==> src/rtl/seq_reset_pkg.sv <==
// Shared types and helpers for the sequence-unlocked reset controller.
package seq_reset_pkg;

  typedef enum logic [1:0] {
    ST_IDLE    = 2'd0,
    ST_MATCH   = 2'd1,
    ST_ASSERT  = 2'd2,
    ST_HOLDOFF = 2'd3
  } state_e;

  localparam int ELEM_MAX_W   = 32;
  localparam int SEQ_MAX_BITS = 16 * ELEM_MAX_W;

  // Element 0 sits in the MSBs of the packed sequence; callers zero-extend seq and truncate the result.
  function automatic logic [ELEM_MAX_W-1:0] seq_elem(
    input logic [SEQ_MAX_BITS-1:0] seq,
    input int unsigned             idx,
    input int unsigned             len,
    input int unsigned             dw
  );
    int unsigned shift;
    if (idx < len) begin
      shift = (len - 32'd1 - idx) * dw;
    end else begin
      shift = 32'd0;
    end
    return ELEM_MAX_W'(seq >> shift);
  endfunction

endpackage

==> src/rtl/seq_gap_timer.sv <==
// Loadable saturating down-counter reused for gap, pulse and holdoff timing.
module seq_gap_timer #(
  parameter int W = 5
) (
  input  logic         clk,
  input  logic         rst_n,
  input  logic         load_i,
  input  logic [W-1:0] load_val_i,
  input  logic         dec_i,
  output logic         zero_o
);

  logic [W-1:0] count_q;

  // Load has priority over decrement; the count never wraps below zero.
  always_ff @(posedge clk or negedge rst_n) begin
    if (!rst_n) begin
      count_q <= {W{1'b0}};
    end else if (load_i) begin
      count_q <= load_val_i;
    end else if (dec_i && (count_q != {W{1'b0}})) begin
      count_q <= count_q - W'(1);
    end
  end

  assign zero_o = (count_q == {W{1'b0}});

endmodule

==> src/rtl/seq_reset_ctrl.sv <==
// Symbol-sequence detector that issues a force_reset pulse followed by a lockout.
// Define SEQ_RESET_STICKY_EN to hold force_reset until reset_ack instead of a fixed pulse.
module seq_reset_ctrl
  import seq_reset_pkg::*;
#(
  parameter int                          DATA_W         = 8,
  parameter int                          SEQ_LEN        = 4,
  parameter logic [SEQ_LEN*DATA_W-1:0]   SEQ            = {8'hAA, 8'h55, 8'hA5, 8'h5A},
  parameter int                          GAP_MAX        = 16,
  parameter int                          PULSE_CYCLES   = 4,
  parameter int                          HOLDOFF_CYCLES = 8
) (
  input  logic                         clk,
  input  logic                         rst_n,
  input  logic                         enable,
  input  logic                         data_valid,
  input  logic [DATA_W-1:0]            data_in,
  input  logic                         reset_ack,
  output logic                         force_reset,
  output logic [$clog2(SEQ_LEN+1)-1:0] match_idx,
  output logic                         busy
);

  localparam int IDX_W   = $clog2(SEQ_LEN + 1);
  localparam int CNT_MAX = (GAP_MAX > PULSE_CYCLES)
                         ? ((GAP_MAX > HOLDOFF_CYCLES) ? GAP_MAX : HOLDOFF_CYCLES)
                         : ((PULSE_CYCLES > HOLDOFF_CYCLES) ? PULSE_CYCLES : HOLDOFF_CYCLES);
  localparam int CNT_W   = $clog2(CNT_MAX + 1);

  localparam logic [SEQ_MAX_BITS-1:0] SEQ_EXT    = SEQ_MAX_BITS'(SEQ);
  localparam logic [IDX_W-1:0]        LAST_IDX   = IDX_W'(SEQ_LEN - 1);
  localparam logic [CNT_W-1:0]        GAP_LOAD   = CNT_W'(GAP_MAX - 1);
  localparam logic [CNT_W-1:0]        PULSE_LOAD = CNT_W'(PULSE_CYCLES - 1);
  localparam logic [CNT_W-1:0]        HOLD_LOAD  = CNT_W'(HOLDOFF_CYCLES - 1);

  state_e             state_q;
  logic [IDX_W-1:0]   match_idx_q;
  logic               force_reset_q;
  logic               busy_q;

  logic [DATA_W-1:0]  cur_elem;
  logic [DATA_W-1:0]  first_elem;
  logic               hit_cur;
  logic               hit_first;
  logic               at_last;
  logic               pulse_done;
  logic               tmr_load;
  logic               tmr_dec;
  logic [CNT_W-1:0]   tmr_val;
  logic               tmr_zero;

  // Symbol compare and exit-condition decode shared by the FSM and the timer.
  always_comb begin
    cur_elem   = DATA_W'(seq_elem(SEQ_EXT, 32'(match_idx_q), SEQ_LEN, DATA_W));
    first_elem = DATA_W'(seq_elem(SEQ_EXT, 32'd0, SEQ_LEN, DATA_W));
    hit_cur    = data_valid && (data_in == cur_elem);
    hit_first  = data_valid && (data_in == first_elem);
    at_last    = (match_idx_q == LAST_IDX);
`ifdef SEQ_RESET_STICKY_EN
    pulse_done = reset_ack;
`else
    pulse_done = reset_ack || tmr_zero;
`endif
  end

  // Each timed phase reloads the timer on entry; every valid symbol in MATCH restarts the gap window.
  always_comb begin
    tmr_load = 1'b0;
    tmr_dec  = 1'b0;
    tmr_val  = GAP_LOAD;
    case (state_q)
      ST_IDLE: begin
        if (enable && hit_first) begin
          tmr_load = 1'b1;
        end else begin
          tmr_load = 1'b0;
        end
      end
      ST_MATCH: begin
        if (!enable) begin
          tmr_load = 1'b0;
        end else if (hit_cur && at_last) begin
          tmr_load = 1'b1;
          tmr_val  = PULSE_LOAD;
        end else if (data_valid) begin
          tmr_load = 1'b1;
        end else begin
          tmr_dec  = 1'b1;
        end
      end
      ST_ASSERT: begin
        if (pulse_done) begin
          tmr_load = 1'b1;
          tmr_val  = HOLD_LOAD;
        end else begin
          tmr_dec  = 1'b1;
        end
      end
      ST_HOLDOFF: begin
        tmr_dec = 1'b1;
      end
      default: begin
        tmr_load = 1'b0;
      end
    endcase
  end

  seq_gap_timer #(
    .W (CNT_W)
  ) u_timer (
    .clk        (clk),
    .rst_n      (rst_n),
    .load_i     (tmr_load),
    .load_val_i (tmr_val),
    .dec_i      (tmr_dec),
    .zero_o     (tmr_zero)
  );

  // Main FSM with registered outputs; a valid symbol in MATCH is never also an idle cycle, so a final match beats timeout.
  always_ff @(posedge clk or negedge rst_n) begin
    if (!rst_n) begin
      state_q       <= ST_IDLE;
      match_idx_q   <= {IDX_W{1'b0}};
      force_reset_q <= 1'b0;
      busy_q        <= 1'b0;
    end else begin
      case (state_q)
        ST_IDLE: begin
          if (enable && hit_first) begin
            state_q     <= ST_MATCH;
            match_idx_q <= IDX_W'(1);
          end else begin
            match_idx_q <= {IDX_W{1'b0}};
          end
        end
        ST_MATCH: begin
          if (!enable) begin
            state_q     <= ST_IDLE;
            match_idx_q <= {IDX_W{1'b0}};
          end else if (hit_cur && at_last) begin
            state_q       <= ST_ASSERT;
            match_idx_q   <= {IDX_W{1'b0}};
            force_reset_q <= 1'b1;
            busy_q        <= 1'b1;
          end else if (hit_cur) begin
            match_idx_q <= match_idx_q + IDX_W'(1);
          end else if (hit_first) begin
            match_idx_q <= IDX_W'(1);
          end else if (data_valid || tmr_zero) begin
            state_q     <= ST_IDLE;
            match_idx_q <= {IDX_W{1'b0}};
          end
        end
        ST_ASSERT: begin
          match_idx_q <= {IDX_W{1'b0}};
          if (pulse_done) begin
            state_q       <= ST_HOLDOFF;
            force_reset_q <= 1'b0;
          end
        end
        ST_HOLDOFF: begin
          match_idx_q <= {IDX_W{1'b0}};
          if (tmr_zero) begin
            state_q <= ST_IDLE;
            busy_q  <= 1'b0;
          end
        end
        default: begin
          state_q       <= ST_IDLE;
          match_idx_q   <= {IDX_W{1'b0}};
          force_reset_q <= 1'b0;
          busy_q        <= 1'b0;
        end
      endcase
    end
  end

  assign force_reset = force_reset_q;
  assign match_idx   = match_idx_q;
  assign busy        = busy_q;

endmodule

==> config.mk <==
export PLATFORM = sky130hd
export DESIGN_NAME = seq_reset_ctrl
export DESIGN_NICKNAME = d
export VERILOG_FILES = /design/src/rtl/seq_reset_pkg.sv /design/src/rtl/seq_gap_timer.sv /design/src/rtl/seq_reset_ctrl.sv
export SDC_FILE = /design/constraint.sdc
export NUM_CORES = 1
export LEC_CHECK = 0
export ABC_AREA = 1
export CAP_MARGIN = 20
export CORE_UTILIZATION = 39
export CTS_CLUSTER_DIAMETER = 50
export DETAILED_ROUTE_END_ITERATION = 6
export MAX_ROUTING_LAYER = met4
export SLEW_MARGIN = 20
export SYNTH_ARGS = -nofsm -noshare
export SYNTH_HDL_FRONTEND = slang
export SYNTH_SLANG_ARGS = --single-unit
==> constraint.sdc <==
create_clock -name clk -period 4.7 [get_ports clk]
set_input_delay 0.705 -clock clk [delete_from_list [all_inputs] [get_ports clk]]
set_output_delay 0.705 -clock clk [all_outputs]
set_load 0.03 [all_outputs]
==> impl_metrics.ini <==
[power_and_ir_drop]
p_per_area_nw_per_um2 = 401.2
p_leak_uw = 0.0006369
ir_drop_mv = 0.3057
internal_power_uw = 298.2
clkPwrFrac = 0.162
power_frac_comb = 0.532
power_uw = 535.1
sw_frac_of_total = 0.4427
seq_power_share = 0.306
power.net_switching_uw = 236.9

[finish]
syn_to_final_growth_pct = 22.39
diodes = 0
num-nets-final = 198
layout_common_cells = 42 x nand2_1, 18 x inv_1, 17 x clkdlybuf4s50_1
nFillCells = 266
drive_above_1_share = 0.1543
final-instance-count-excl-fill = 205
mostFrequentLayoutCell = nand2_1

[sta]
rsz0062_at_grt = false
slew_headroom = 0.6043
finalHoldViolCount = 0
skew_ps = 2.202
finalMaxSlewViolations = 0
period_share = 0.4684
final-setup-viol-count = 0
tightest_slew_ps = 591.8
holdWs_ps = 480.6
finalCriticalPeriod_ps = 2202
fmax_mhz = 454.2
tns_ps = 0

[logic_synthesis]
yosysTopAreaCellShare = 0.2755
yosysTopAreaCell = dfrtp_1
ys_top_cells_by_area = dfrtp_1 28%, nand2_1 14%, ha_1 10%, inv_1 6.2%, nand3_1 4.6%
syn_nets = 176
netlist_instances = 154
synth-seq-cells = 12
synth_area_per_cell_um2 = 7.077
yosysSeqAreaShare = 0.2755
yosys_warnings = 0
yosysUniqueCellTypes = 27
synth_area_um2 = 1090

[floorplan]
io_pins = 18
die_h_um = 54.86
start_util = 0.4245
die_area_um2 = 3010
num_rows = 18
core_um2 = 2567
die_w_um = 54.86

[status]
status = finished, final reports clean

[worst_setup_path]
path_delay_family = buffers and inverters
crit_path_end_kind = primary output
critPathLaunchType = flop
cp.required_ps = 3990
critPathBufInv = 1
critPathArrivalTime_ps = 1500
slowest_stage = clkdlybuf4s50_1
crit_chain = clkdlybuf4s50_1
path_max_fanout = 7
critical_path_class = flop to primary output
cp_slowest_stage_delay_ps = 720

[cts]
path_clk_slew_ps = 80
worst_skew_pair.late_latency_ps = 280
cts_hold_buffers = 0
post-cts-setup-buffer-count = 0
clock_path_buffers = 2
tritoncts = built
htree_levels = 1
cts_buffers = 3
cts-root-buf = clkbuf_4
cts_resized = 0
cts.sinks = 12

[grt]
gr-total-overflow = 0
grt_pass1_wl_mm = 4.098
antenna_found_initial = 0
grt_pass1_vias = 977
grt_max_degree = 13
grtUsageTotal = 0.1983

[min_path]
hold_path.class = flop to flop

[routing]
drt_iter0_drc = 11
wirelength_mm = 2.333
drtPass1Iterations = 4
wl_per_cell_um = 11.38
vias = 993
drc = 0
vias_per_cell = 4.844
drtAntennaViolNets = 0

[placed_design]
place.gp.congestion = 0.8568
port_buffers = 17
place_inst = 201
dpl.hpwl_mm = 1.853

[flow_run]
cap_violations = 0
## routing by layer
layer,vias to the layer above,routed length [µm],global-route usage
li1,545,-,-
met1,435,1181,0.2392
met2,13,1076,0.3253
met3,0,75,0.05833
met4,0,0,0.03846
met5,-,0,-
## area by class of cell
class                      instances  area, µm²  area share
tap                               30      37.54     0.02814
timing repair buffer              17      170.2      0.1276
clock buffer                       4      36.28     0.02720
inverter                          22      82.58     0.06191
multi-input combinational        120      706.9      0.5300
sequential                        12      300.3      0.2251
## metrics by stage
step	area (µm²)	setup WS [ps]	utilization
floorplan	1090	3048	-
global placement	1297	2439	0.5054
detailed placement	1297	2433	0.5054
CTS	1334	2503	0.5195
global route	1334	2454	0.5195
finish	1334	2498	0.5195
## final timing paths
path | end | startpoint | depth (start not counted) | slack, ps
worst max-delay path | match_idx[0] | match_idx[0] | 1 | 2500
worst min-delay path | busy | busy | 2 | 480
worst max register to register | state_q[0] | flop | 10 | 2890
worst min register to register | busy | busy | 2 | 480
max in group asynchronous | u_timer.count_q[3] | rst_n | 1 | 3530
min in group asynchronous | match_idx[2] | rst_n | 1 | 790
## sequential cells by signal (all words and copies together), names as in the netlist, named ones only
signal	count
busy	1
match_idx	3
state_q	1
u_timer.count_q	5
force_reset	1
## power groups by stage
stage                     Combinational (µW)  Sequential (µW)  Clock (µW)
after floorplan                          211              172           0
after global placement                   283              165           0
after detailed placement                 284              165           0
after CTS                                287              163        90.2
after global routing                     334              167        93.7
final                                    285              164        86.8
## logic make-up after synthesis
family,count (synthesis),synth area share
AO/OA/AOI/OAI,16,0.08267
XOR/XNOR,3,0.02411
adder cells (fa/ha/maj),9,0.1033
buffers and inverters,22,0.07578
flip-flops,12,0.2755
AND/OR/NAND/NOR,92,0.4386
## cell usage after synthesis (all sizes together)
| cell type | instances |
|---|---|
| a21oi | 5 |
| clkinv | 2 |
| dfrtp | 12 |
| ha | 9 |
| inv | 20 |
| nand2 | 50 |
| nand3 | 15 |
| nand3b | 1 |
| nand4 | 6 |
| nor2 | 17 |
| nor3 | 2 |
| o211ai | 1 |
| o21ai | 9 |
| o32ai | 1 |
| or2 | 1 |
| xnor2 | 2 |
| xor2 | 1 |
Note: power is estimated with default switching activity, not from simulation.
